`src/rtl/gen_scheduler_pkg.sv`:
```
// rtl/gen_scheduler_pkg.sv - shared constants, state/owner enums and helpers for gen_scheduler
package gen_scheduler_pkg;

    localparam int BOARD_SIZE     = 480;
    localparam int LOG_BOARD_SIZE = $clog2(BOARD_SIZE);
    localparam int VTOTAL         = 524;
    localparam int WIN_CLOSE_V    = VTOTAL - 1;
    localparam int GEN_LAST_V     = 500;
    localparam int SPEED_WIDTH    = 4;
    localparam int HCOUNT_WIDTH   = 11;
    localparam int VCOUNT_WIDTH   = 10;
    localparam int ADDR_WIDTH     = 2 * LOG_BOARD_SIZE;

    typedef enum logic [1:0] {
        RENDER = 2'd0,
        ENGINE = 2'd1,
        EDITOR = 2'd2
    } mem_owner_t;

    typedef enum logic [1:0] {
        DISPLAY = 2'd0,
        IDLE    = 2'd1,
        EDIT    = 2'd2,
        UPDATE  = 2'd3
    } sched_state_t;

    function automatic mem_owner_t owner_of(input sched_state_t s);
        case (s)
            EDIT:    return EDITOR;
            UPDATE:  return ENGINE;
            default: return RENDER;
        endcase
    endfunction

endpackage

```
`src/rtl/gen_scheduler_if.sv`:
```
// rtl/gen_scheduler_if.sv - raster, control, editor and engine signals of gen_scheduler
interface gen_scheduler_if;
    import gen_scheduler_pkg::*;

    logic [HCOUNT_WIDTH-1:0]   hcount_in;
    logic [VCOUNT_WIDTH-1:0]   vcount_in;
    logic                      run_in;
    logic                      step_in;
    logic [SPEED_WIDTH-1:0]    speed_in;
    logic                      edit_req_in;
    logic [LOG_BOARD_SIZE-1:0] edit_x_in;
    logic [LOG_BOARD_SIZE-1:0] edit_y_in;
    logic                      edit_ack_out;
    logic                      edit_we_out;
    logic [ADDR_WIDTH-1:0]     edit_addr_out;
    logic                      gen_start_out;
    logic                      gen_done_in;
    logic [1:0]                mem_owner_out;
    logic [15:0]               gen_count_out;
    logic                      overrun_out;

    modport master (
        output hcount_in, vcount_in, run_in, step_in, speed_in,
        output edit_req_in, edit_x_in, edit_y_in, gen_done_in,
        input  edit_ack_out, edit_we_out, edit_addr_out, gen_start_out,
        input  mem_owner_out, gen_count_out, overrun_out
    );

    modport slave (
        input  hcount_in, vcount_in, run_in, step_in, speed_in,
        input  edit_req_in, edit_x_in, edit_y_in, gen_done_in,
        output edit_ack_out, edit_we_out, edit_addr_out, gen_start_out,
        output mem_owner_out, gen_count_out, overrun_out
    );

endinterface

```
`src/rtl/gen_scheduler_frame_divider.sv`:
```
// rtl/gen_scheduler_frame_divider.sv - frame pacing counter and single-step request
module gen_scheduler_frame_divider
    import gen_scheduler_pkg::*;
(
    input  logic                   clk_in,
    input  logic                   rst_n_in,
    input  logic                   window_open,
    input  logic                   run,
    input  logic                   step,
    input  logic [SPEED_WIDTH-1:0] speed,
    input  logic                   clear,
    output logic                   gen_due
);

    localparam logic [SPEED_WIDTH-1:0] CNT_MAX = '1;

    logic [SPEED_WIDTH-1:0] frame_cnt;
    logic                   armed;
    logic                   step_pending;

    // armed compares the count as it stood before this window's increment,
    // so speed+1 frames elapse between generations while free-running.
    always_ff @(posedge clk_in or negedge rst_n_in) begin
        if (!rst_n_in) begin
            frame_cnt    <= '0;
            armed        <= 1'b0;
            step_pending <= 1'b0;
        end else begin
            if (clear) begin
                frame_cnt <= '0;
                armed     <= 1'b0;
            end else if (window_open) begin
                armed <= (frame_cnt >= speed);
                if (frame_cnt != CNT_MAX) begin
                    frame_cnt <= frame_cnt + 1'b1;
                end
            end
            if (step && !run) begin
                step_pending <= 1'b1;
            end else if (clear) begin
                step_pending <= 1'b0;
            end
        end
    end

    assign gen_due = (run && armed) || step_pending;

endmodule

```
`src/rtl/gen_scheduler.sv`:
```
// rtl/gen_scheduler.sv - board memory arbiter and generation scheduler
module gen_scheduler
    import gen_scheduler_pkg::*;
(
    input  logic      clk_in,
    input  logic      rst_n_in,
    gen_scheduler_if.slave bus
);

    sched_state_t          state_q;
    sched_state_t          state_d;
    mem_owner_t            owner_q;
    logic                  edit_ack_q;
    logic                  edit_we_q;
    logic [ADDR_WIDTH-1:0] edit_addr_q;
    logic                  gen_start_q;
    logic [15:0]           gen_count_q;
    logic                  overrun_q;
    logic                  late_q;
    logic                  gen_started_q;

    logic window_open;
    logic window_close;
    logic gen_due;
    logic gen_ok;
    logic done_ok;
    logic enter_update;

    assign window_open  = (bus.hcount_in == '0) && (bus.vcount_in == VCOUNT_WIDTH'(BOARD_SIZE));
    assign window_close = (bus.hcount_in == '0) && (bus.vcount_in == VCOUNT_WIDTH'(WIN_CLOSE_V));

    // A done pulse in the same cycle as gen_start cannot belong to this generation.
    assign done_ok = (state_q == UPDATE) && bus.gen_done_in && !gen_start_q;

    // gen_started_q limits service to one generation per window, so a step
    // arriving mid-update waits for the following window.
    assign gen_ok = gen_due && !gen_started_q &&
                    (bus.vcount_in <= VCOUNT_WIDTH'(GEN_LAST_V));

    assign enter_update = (state_q == IDLE) && (state_d == UPDATE);

    gen_scheduler_frame_divider u_frame_divider (
        .clk_in      (clk_in),
        .rst_n_in    (rst_n_in),
        .window_open (window_open),
        .run         (bus.run_in),
        .step        (bus.step_in),
        .speed       (bus.speed_in),
        .clear       (enter_update),
        .gen_due     (gen_due)
    );

    always_comb begin
        state_d = state_q;
        case (state_q)
            DISPLAY: begin
                if (window_open) state_d = IDLE;
            end
            IDLE: begin
                if (window_close)         state_d = DISPLAY;
                else if (bus.edit_req_in) state_d = EDIT;
                else if (gen_ok)          state_d = UPDATE;
            end
            EDIT: begin
                state_d = window_close ? DISPLAY : IDLE;
            end
            UPDATE: begin
                if (done_ok) state_d = (late_q || window_close) ? DISPLAY : IDLE;
            end
            default: state_d = DISPLAY;
        endcase
    end

    always_ff @(posedge clk_in or negedge rst_n_in) begin
        if (!rst_n_in) begin
            state_q       <= DISPLAY;
            owner_q       <= RENDER;
            edit_ack_q    <= 1'b0;
            edit_we_q     <= 1'b0;
            edit_addr_q   <= '0;
            gen_start_q   <= 1'b0;
            gen_count_q   <= '0;
            overrun_q     <= 1'b0;
            late_q        <= 1'b0;
            gen_started_q <= 1'b0;
        end else begin
            state_q     <= state_d;
            owner_q     <= owner_of(state_d);
            edit_ack_q  <= (state_d == EDIT);
            edit_we_q   <= (state_d == EDIT);
            gen_start_q <= enter_update;
            if (state_d == EDIT) begin
                edit_addr_q <= {bus.edit_y_in, bus.edit_x_in};
            end
            if (done_ok) begin
                gen_count_q <= gen_count_q + 16'd1;
            end
            if ((state_q == UPDATE) && window_close && !done_ok) begin
                overrun_q <= 1'b1;
            end
            if (state_d != UPDATE) begin
                late_q <= 1'b0;
            end else if (window_close) begin
                late_q <= 1'b1;
            end
            if (window_open) begin
                gen_started_q <= 1'b0;
            end else if (enter_update) begin
                gen_started_q <= 1'b1;
            end
        end
    end

    assign bus.mem_owner_out = owner_q;
    assign bus.edit_ack_out  = edit_ack_q;
    assign bus.edit_we_out   = edit_we_q;
    assign bus.edit_addr_out = edit_addr_q;
    assign bus.gen_start_out = gen_start_q;
    assign bus.gen_count_out = gen_count_q;
    assign bus.overrun_out   = overrun_q;

endmodule
```
`src/flat_wrapper.sv`:
```
// flat-port wrapper written by rule: the top's interface ports become plain ports
module gen_scheduler_flat import gen_scheduler_pkg::*;
  (clk_in, rst_n_in, bus_hcount_in, bus_vcount_in, bus_run_in, bus_step_in, bus_speed_in, bus_edit_req_in, bus_edit_x_in, bus_edit_y_in, bus_gen_done_in, bus_edit_ack_out, bus_edit_we_out, bus_edit_addr_out, bus_gen_start_out, bus_mem_owner_out, bus_gen_count_out, bus_overrun_out);
  gen_scheduler_if bus_i ();
  input  logic clk_in;
  input  logic rst_n_in;
  input wire logic [$bits(bus_i.hcount_in)-1:0] bus_hcount_in;
  input wire logic [$bits(bus_i.vcount_in)-1:0] bus_vcount_in;
  input wire logic [$bits(bus_i.run_in)-1:0] bus_run_in;
  input wire logic [$bits(bus_i.step_in)-1:0] bus_step_in;
  input wire logic [$bits(bus_i.speed_in)-1:0] bus_speed_in;
  input wire logic [$bits(bus_i.edit_req_in)-1:0] bus_edit_req_in;
  input wire logic [$bits(bus_i.edit_x_in)-1:0] bus_edit_x_in;
  input wire logic [$bits(bus_i.edit_y_in)-1:0] bus_edit_y_in;
  input wire logic [$bits(bus_i.gen_done_in)-1:0] bus_gen_done_in;
  output wire logic [$bits(bus_i.edit_ack_out)-1:0] bus_edit_ack_out;
  output wire logic [$bits(bus_i.edit_we_out)-1:0] bus_edit_we_out;
  output wire logic [$bits(bus_i.edit_addr_out)-1:0] bus_edit_addr_out;
  output wire logic [$bits(bus_i.gen_start_out)-1:0] bus_gen_start_out;
  output wire logic [$bits(bus_i.mem_owner_out)-1:0] bus_mem_owner_out;
  output wire logic [$bits(bus_i.gen_count_out)-1:0] bus_gen_count_out;
  output wire logic [$bits(bus_i.overrun_out)-1:0] bus_overrun_out;
  assign bus_i.hcount_in = bus_hcount_in;
  assign bus_i.vcount_in = bus_vcount_in;
  assign bus_i.run_in = bus_run_in;
  assign bus_i.step_in = bus_step_in;
  assign bus_i.speed_in = bus_speed_in;
  assign bus_i.edit_req_in = bus_edit_req_in;
  assign bus_i.edit_x_in = bus_edit_x_in;
  assign bus_i.edit_y_in = bus_edit_y_in;
  assign bus_i.gen_done_in = bus_gen_done_in;
  assign bus_edit_ack_out = bus_i.edit_ack_out;
  assign bus_edit_we_out = bus_i.edit_we_out;
  assign bus_edit_addr_out = bus_i.edit_addr_out;
  assign bus_gen_start_out = bus_i.gen_start_out;
  assign bus_mem_owner_out = bus_i.mem_owner_out;
  assign bus_gen_count_out = bus_i.gen_count_out;
  assign bus_overrun_out = bus_i.overrun_out;
  gen_scheduler u_core (.clk_in(clk_in), .rst_n_in(rst_n_in), .bus(bus_i));
endmodule
```
`config.mk`:
```
export PLATFORM = sky130hd
export DESIGN_NAME = gen_scheduler_flat
export DESIGN_NICKNAME = d
export VERILOG_FILES = /design/src/rtl/gen_scheduler_pkg.sv /design/src/rtl/gen_scheduler_if.sv /design/src/rtl/gen_scheduler_frame_divider.sv /design/src/rtl/gen_scheduler.sv /design/src/flat_wrapper.sv
export SDC_FILE = /design/constraint.sdc
export NUM_CORES = 1
export LEC_CHECK = 0
export BUFFER_PORTS_ARGS = -buffer_cell sky130_fd_sc_hd__buf_2
export CORE_ASPECT_RATIO = 1.4
export CORE_UTILIZATION = 30
export CTS_CLUSTER_SIZE = 14
export DETAILED_ROUTE_END_ITERATION = 10
export SLEW_MARGIN = 20
export SYNTH_ARGS = -nofsm -noshare
export SYNTH_HDL_FRONTEND = slang
export SYNTH_SLANG_ARGS = --single-unit
```
`constraint.sdc`:
```
create_clock -name clk_in -period 2.4 [get_ports clk_in]
set_clock_uncertainty 0.2 [all_clocks]
set_input_delay 0.48 -clock clk_in [delete_from_list [all_inputs] [get_ports clk_in]]
set_output_delay 0.48 -clock clk_in [all_outputs]
set_load 0.02 [all_outputs]
```
==> results of run 1 <==
worst register-to-register path, delay by kind of cell, from the launching register on:
| family | cells | cell delay [ns] |
|---|---|---|
| xor gates and xnor gates | 1 | 0.14 |
| DFF | 1 | 0.51 |
| and+or+nand+nor | 4 | 0.99 |
logic make-up (layout without fill, tap and decap cells):
| family | Yosys count | after routing | synth area share |
|---|---|---|---|
| AOI/OAI and AO/OA | 18 | 18 | 0.0572 |
| xor gates and xnor gates | 16 | 16 | 0.0616 |
| adders and majority gates | 6 | 6 | 0.0330 |
| buffers and inverters | 19 | 113 | 0.0456 |
| DFF | 48 | 48 | 0.528 |
| muxes | 20 | 20 | 0.0985 |
| and+or+nand+nor | 63 | 63 | 0.176 |
worst max path at each step:
| stage | endpoint | slack (ns) | depth (start not counted) |
|---|---|---|---|
| after floorplan | u_core.bus.edit_addr_out[10] | 0.24 | 7 |
| after global placement | u_core.bus.edit_addr_out[0] | 0.11 | 6 |
| after detailed placement | u_core.bus.edit_addr_out[12] | 0.07 | 6 |
| after CTS | u_core.bus.edit_addr_out[12] | 0.39 | 6 |
| after global routing | u_core.bus.gen_count_out[12] | 0.27 | 5 |
| final | u_core.bus.edit_addr_out[0] | 0.39 | 6 |
through the flow:
step	total power [W]	utilization	cell area (sq um)	instances
final	0.00265	0.400	2940	381
after global routing	0.00284	0.400	2940	381
after CTS	0.00270	0.400	2940	381
after detailed placement	0.00211	0.383	2820	372
after global placement	0.00209	0.383	2820	372
after floorplan	0.00181	-	2270	190
state kept, by name, indices dropped and copies added, names as in the netlist:
signal                               cells
u_core.bus.edit_ack_out                  1
u_core.bus.edit_addr_out                18
u_core.bus.gen_count_out                16
u_core.bus.gen_start_out                 1
u_core.bus.mem_owner_out                 1
u_core.bus.overrun_out                   1
u_core.gen_started_q                     1
u_core.late_q                            1
u_core.state_q                           2
u_core.u_frame_divider.armed             1
u_core.u_frame_divider.frame_cnt         4
u_core.u_frame_divider.step_pending      1
power by group:
| part | switching (W) | leakage (nW) | total [W] | internal, W |
|---|---|---|---|---|
| Sequential | 0.000139 | 0.615 | 0.00116 | 0.00102 |
| Clock | 0.000268 | 0.0541 | 0.000576 | 0.000308 |
| Combinational | 0.000513 | 0.814 | 0.000915 | 0.000402 |
cells in the final DEF, fill, tap and decap left out, drive strengths merged, types with 3 or more instances in the layout:
cell     n
nand3    9
nand2    7
mux2    19
a21oi    4
nor2    12
xor2     4
nand4    8
nor3     5
nor2b    3
nor4     3
and3     3
inv     12
xnor2   12
ha       6
dfrtp   48
buf     92
o21ai    3
clkbuf   5
layer usage:
layer / up-vias / global-route usage
met4: 0 / 0.0516
met5: - / 0
met3: 9 / 0.0289
met2: 71 / 0.195
li1: 857 / -
met1: 766 / 0.127
cell type report:
type | instances | area (sq um)
fill | 728 | 4420
sequential | 48 | 1200
multi-input combinational | 123 | 970
timing repair buffer | 93 | 493
tap | 97 | 121
clock buffer | 5 | 68.8
inverter | 12 | 45.0
clock inverter | 3 | 42.5
timing repair:
item | 4_1_cts | 5_1_grt
endpoints found under the hold margin | 21 | 0
endpoints found under the setup margin | 0 | 0
buffers inserted | 0 | 0
hold buffers | 1 | 0
==> insert_results.sql, run 1 <==
INSERT INTO impl_metrics (metric_group, metric, value, unit) VALUES
('run_status', 'run_status', 'finished, final reports clean', ''),
('worst_setup_path', 'reg2reg_to', 'u_core.bus.gen_count_out[15]', ''),
('floorplanning', 'die_width', '75.6', 'um'),
('sta', 'max_slew.worst_pin.slew', '0.550', 'ns'),
('synth', 'postSynthRegisterBits', '48', ''),
('sta', 'pnr_worst_setup_slack', '0.394', 'ns'),
('synth', 'synthMostInstantiatedCell', 'dfrtp_1', ''),
('pwr', 'p_leak', '1.48', 'nW'),
('sta', 'clock.fmax', '498', 'MHz'),
('sta', 'post-route-min-period', '2.01', 'ns'),
('min_path', 'timing.hold.worst_path_depth', '2', ''),
('worst_setup_path', 'r2r-start', 'u_core.state_q[0]', ''),
('floorplanning', 'coreArea', '0.00736', 'sq mm'),
('min_path', 'hold-path-endpoint', 'u_core.u_frame_divider.step_pending', ''),
('worst_setup_path', 'regToRegSetupSlack', '0.46', 'ns'),
('worst_setup_path', 'biggest_cell_delay_along_the_critical_path', '0.38', 'ns'),
('clock_tree', 'tritoncts', 'built', ''),
('synth', 'yosys_most_used_dff', 'dfrtp_1', ''),
('worst_setup_path', 'path_buf_inv', '1', ''),
('floorplanning', 'initial_core_util', '0.309', ''),
('worst_setup_path', 'critical_path_required', '2.38', 'ns'),
('clock_tree', 'cts-resized-gates', '0', ''),
('routing', 'wire_per_inst', '11.3', 'um'),
('synth', 'yosys.area.top_type_share', '0.528', ''),
('routing', 'antenna_left', '0', ''),
('floorplanning', 'die_height', '105', 'um'),
('worst_setup_path', 'timing.critical_path.from', 'bus_hcount_in[1]', ''),
('layout', 'finalNetCount', '338', ''),
('worst_setup_path', 'timing.critical_path.max_delay_family', 'simple AND/OR/NAND/NOR gates', ''),
('routing', 'uppermost_layer_routed', 'met4', ''),
('pwr', 'peakVddDrop', '374', 'uV'),
('layout', 'diodes', '0', ''),
('clock_tree', 'clkSlewWorstSetupHoldPaths', '0.09', 'ns'),
('sta', 'setup_tns', '0', 'ns'),
('synth', 'synth.lib_cells_used.distinct', '45', ''),
('routing', 'detail_route.first_pass.iterations', '4', ''),
('synth', 'async_reset_ff_frac', '1.00', ''),
('routing', 'met2_wl_post_dr', '2.08', 'mm'),
('sta', 'maxSlewViolCount', '0', ''),
('synth', 'syn_area_per_cell', '12.0', 'sq um'),
('routing', 'dr_wl_met3', '261', 'um'),
('place', 'gp_congestion', '0.741', ''),
('synth', 'synth_area_leaders', 'dfrtp_1, mux2_2, xnor2_1', ''),
('global_route', 'globalRouteTotalUtil', '0.114', ''),
('sta', 'fin_hold_ws', '0.183', 'ns'),
('sta', 'setup_viol', '0', ''),
('synth', 'synth_edf_count', '0', ''),
('routing', 'drt_drc_violations_left', '0', ''),
('min_path', 'hold_path_startpoint', 'bus_run_in', ''),
('clock_tree', 'cts_htree_levels', '2', ''),
('global_route', 'grt_start_max_net_pins', '28', ''),
('routing', 'met1Wirelength', '1.86', 'mm'),
('clock_tree', 'worst_skew_pair.late_latency', '0.29', 'ns'),
('clock_tree', 'ctsRootBufferMaster', 'clkbuf_8', ''),
('place', 'io_buffer_count', '88', ''),
('clock_tree', 'cts_buffers', '5', ''),
('job', 'reported_max_cap_violation_count', '0', ''),
('min_path', 'timing.hold.worst.class', 'in -> reg', ''),
('worst_setup_path', 'worstPathCellList', 'buf_2 > nor4_2 > nand4_1 > or2_1 > nand3_4 > mux2_2', ''),
('worst_setup_path', 'reg2reg_depth', '5', ''),
('sta', 'rsz0062_at_grt', 'false', ''),
('floorplanning', 'design.die.area', '0.00794', 'sq mm'),
('synth', 'yosys_warnings', '0', ''),
('pwr', 'power_density', '902', 'mW/mm^2'),
('synth', 'synth_cells', '190', ''),
('synth', 'post_synth_net_total', '245', ''),
('synth', 'netlist_area', '0.00227', 'sq mm'),
('place', 'place_ws', '0.0714', 'ns'),
('global_route', 'grt_antenna_before_repair', '0', ''),
('worst_setup_path', 'startpoint_kind_of_the_worst_setup_timing_path', 'input pin', ''),
('clock_tree', 'cts-root-to-sink-buffers', '2', '');
No activity file was read; power rests on OpenSTA's default activity.
==> inputs of run 2 (changes only) <==
==> constraint.sdc (replaced) <==
create_clock -name clk_in -period 1.82 [get_ports clk_in]
set_clock_uncertainty 0.2 [all_clocks]
set_input_delay 0.364 -clock clk_in [delete_from_list [all_inputs] [get_ports clk_in]]
set_output_delay 0.364 -clock clk_in [all_outputs]
set_load 0.02 [all_outputs]
==> insert_results.sql, run 2 (synthesized netlist as in run 1, its figures left out) <==
INSERT INTO impl_metrics (metric_group, metric, value, unit) VALUES
('place', 'gp_congestion', '0.781', ''),
('sta', 'post-route-min-period', '1.80', 'ns'),
('worst_setup_path', 'worst_ep_arrival_time', '1.79', 'ns'),
('job', 'reported_max_cap_violation_count', '0', ''),
('sta', 'final_period_util', '0.988', ''),
('worst_setup_path', 'path_max_fanout', '5', ''),
('clock_tree', 'ctsRootBufferMaster', 'clkbuf_8', ''),
('sta', 'maxSlewViolCount', '0', ''),
('clock_tree', 'cts_buffers', '5', ''),
('routing', 'detail_route.wirelength', '4.87', 'mm'),
('routing', '1st_iter_drt_viols', '21', ''),
('clock_tree', 'tritoncts_num_sinks', '48', ''),
('worst_setup_path', 'critPathSlowestCell', 'or2_4', ''),
('sta', 'setup_viol', '0', ''),
('routing', 'detail_route.first_pass.iterations', '3', ''),
('place', 'detailed_place_hpwl', '3.78', 'mm'),
('sta', 'fin_hold_ws', '0.0691', 'ns'),
('clock_tree', 'tritoncts', 'built', ''),
('clock_tree', 'worst_skew_pair.late_latency', '0.30', 'ns'),
('floorplanning', 'initial_core_util', '0.309', ''),
('layout', 'area_growth_syn_to_layout', '45.5', '%'),
('layout', 'post_route_cells_drive_above_1_share', '0.516', ''),
('floorplanning', 'die_width', '75.6', 'um'),
('layout', 'diodes', '0', ''),
('worst_setup_path', 'worstPathCellList', 'buf_2 > nor4_4 > nand4_1 > or2_4 > nand3_4 > clkbuf_16 > mux2_4', ''),
('routing', 'wire_per_inst', '12.1', 'um'),
('layout', 'layout.cells.most_common_list', 'buf_2, dfrtp_1, buf_4, mux2_4', ''),
('layout', 'largest_reg_flops', '18', ''),
('floorplanning', 'design.die.area', '0.00794', 'sq mm'),
('global_route', 'grt_start_max_net_pins', '31', ''),
('clock_tree', 'cts-root-to-sink-buffers', '2', ''),
('worst_setup_path', 'biggest_cell_delay_along_the_critical_path', '0.30', 'ns'),
('floorplanning', 'coreArea', '0.00736', 'sq mm'),
('place', 'place_ws', '-0.327', 'ns'),
('routing', 'antenna_left', '0', ''),
('sta', 'rsz0062_at_grt', 'true', ''),
('global_route', 'globalRouteTotalUtil', '0.124', ''),
('min_path', 'timing.hold.worst.class', 'in -> reg', ''),
('pwr', 'power_density', '1220', 'mW/mm^2'),
('clock_tree', 'clkSlewWorstSetupHoldPaths', '0.09', 'ns'),
('routing', 'drt_drc_violations_left', '0', ''),
('global_route', 'number_of_global_route_vias_before_repair', '1774', ''),
('layout', 'final_area', '0.00331', 'sq mm'),
('layout', 'mostFrequentLayoutCell', 'buf_2', ''),
('floorplanning', 'boundaryPins', '89', ''),
('sta', 'max_slew_margin', '0.684', ''),
('clock_tree', 'cts_htree_levels', '2', ''),
('worst_setup_path', 'critical_path_required', '1.81', 'ns'),
('sta', 'clock.fmax', '556', 'MHz'),
('routing', 'drt-vias-per-instance', '4.52', ''),
('global_route', 'grt_antenna_before_repair', '0', ''),
('worst_setup_path', 'startpoint_kind_of_the_worst_setup_timing_path', 'input pin', ''),
('sta', 'final-hold-violation-count', '0', ''),
('floorplanning', 'core.rowCount', '37', ''),
('floorplanning', 'die_height', '105', 'um'),
('sta', 'pnr_worst_setup_slack', '0.0221', 'ns'),
('place', 'io_buffer_count', '88', ''),
('worst_setup_path', 'timing.critical_path.to_type', 'register', ''),
('worst_setup_path', 'timing_worst_setup_path_type', 'in -> reg', ''),
('global_route', 'grt_first_pass_wirelength', '7.62', 'mm'),
('global_route', 'globalRouteOverflowTotal', '0', ''),
('sta', 'setup_tns', '0', 'ns'),
('pwr', 'p_leak', '1.73', 'nW'),
('routing', 'vias', '1823', ''),
('place', 'dpl-instance-area', '0.00305', 'sq mm'),
('sta', 'max_slew.worst_pin.slew', '0.474', 'ns'),
('layout', 'finalNetCount', '360', ''),
('pwr', 'peakVddDrop', '603', 'uV'),
('run_status', 'run_status', 'finished, final reports clean', '');
[run 2: repair_timing]
item / 4_1_cts / 5_1_grt
cloned: 0 / 1
pin swaps: 0 / 7
gates resized for setup: 1 / 24
hold buffers: 1 / 0
endpoints found under the setup margin: 2 / 30
buffers inserted: 0 / 0
endpoints found under the hold margin: 18 / 0
[run 2: cell type report]
type,count,area (sq um)
multi-input cells,123,1090
inverters,12,45.0
clock inverters,3,68.8
flip-flops and latches,48,1200
fillers,694,4050
repair buffers,115,711
well taps,97,121
clock buffers,5,68.8
[run 2: power breakdown]
part | internal (W) | leakage [nW] | switching (W)
combinational | 0.000798 | 1.05 | 0.000776
sequential | 0.00135 | 0.615 | 0.000180
clock | 0.000553 | 0.0687 | 0.000366
[run 2: stage by stage]
stage / utilization / total power (W) / cells
CTS: 0.433 / 0.00393 / 402
global route: 0.450 / 0.00426 / 403
detailed placement: 0.414 / 0.00300 / 394
floorplan: - / 0.00247 / 190
global placement: 0.414 / 0.00297 / 394
finish: 0.450 / 0.00403 / 403
[run 2: final timing paths]
check | depth (start not counted) | from | slack, ns | end
worst min register to register | 1 | u_core.bus.gen_count_out[15] | 0.27 | u_core.bus.gen_count_out[15]
worst max-delay path | 7 | bus_hcount_in[0] | 0.02 | u_core.bus.edit_addr_out[9]
worst max register to register | 5 | u_core.u_frame_divider.armed | 0.08 | u_core.u_frame_divider.frame_cnt[2]
min in group asynchronous | 2 | rst_n_in | 0.35 | u_core.bus.gen_count_out[5]
worst min-delay path | 2 | bus_run_in | 0.07 | u_core.u_frame_divider.step_pending
max in group asynchronous | 3 | rst_n_in | 0.56 | u_core.bus.edit_addr_out[5]
[run 2: worst max-delay path: cells and delay by family]
| kind | cells | cell delay (ns) |
|---|---|---|
| buffers and inverters | 2 | 0.28 |
| multiplexers | 1 | 0.29 |
| AND/OR/NAND/NOR | 4 | 0.84 |
[run 2: routing by layer]
metal / global-route usage / up-vias / wire length, um
li1: - / 901 / -
met1: 0.138 / 853 / 2110
met2: 0.223 / 67 / 2450
met3: 0.0289 / 2 / 266
met4: 0.0437 / 0 / 38
met5: 0 / - / 0
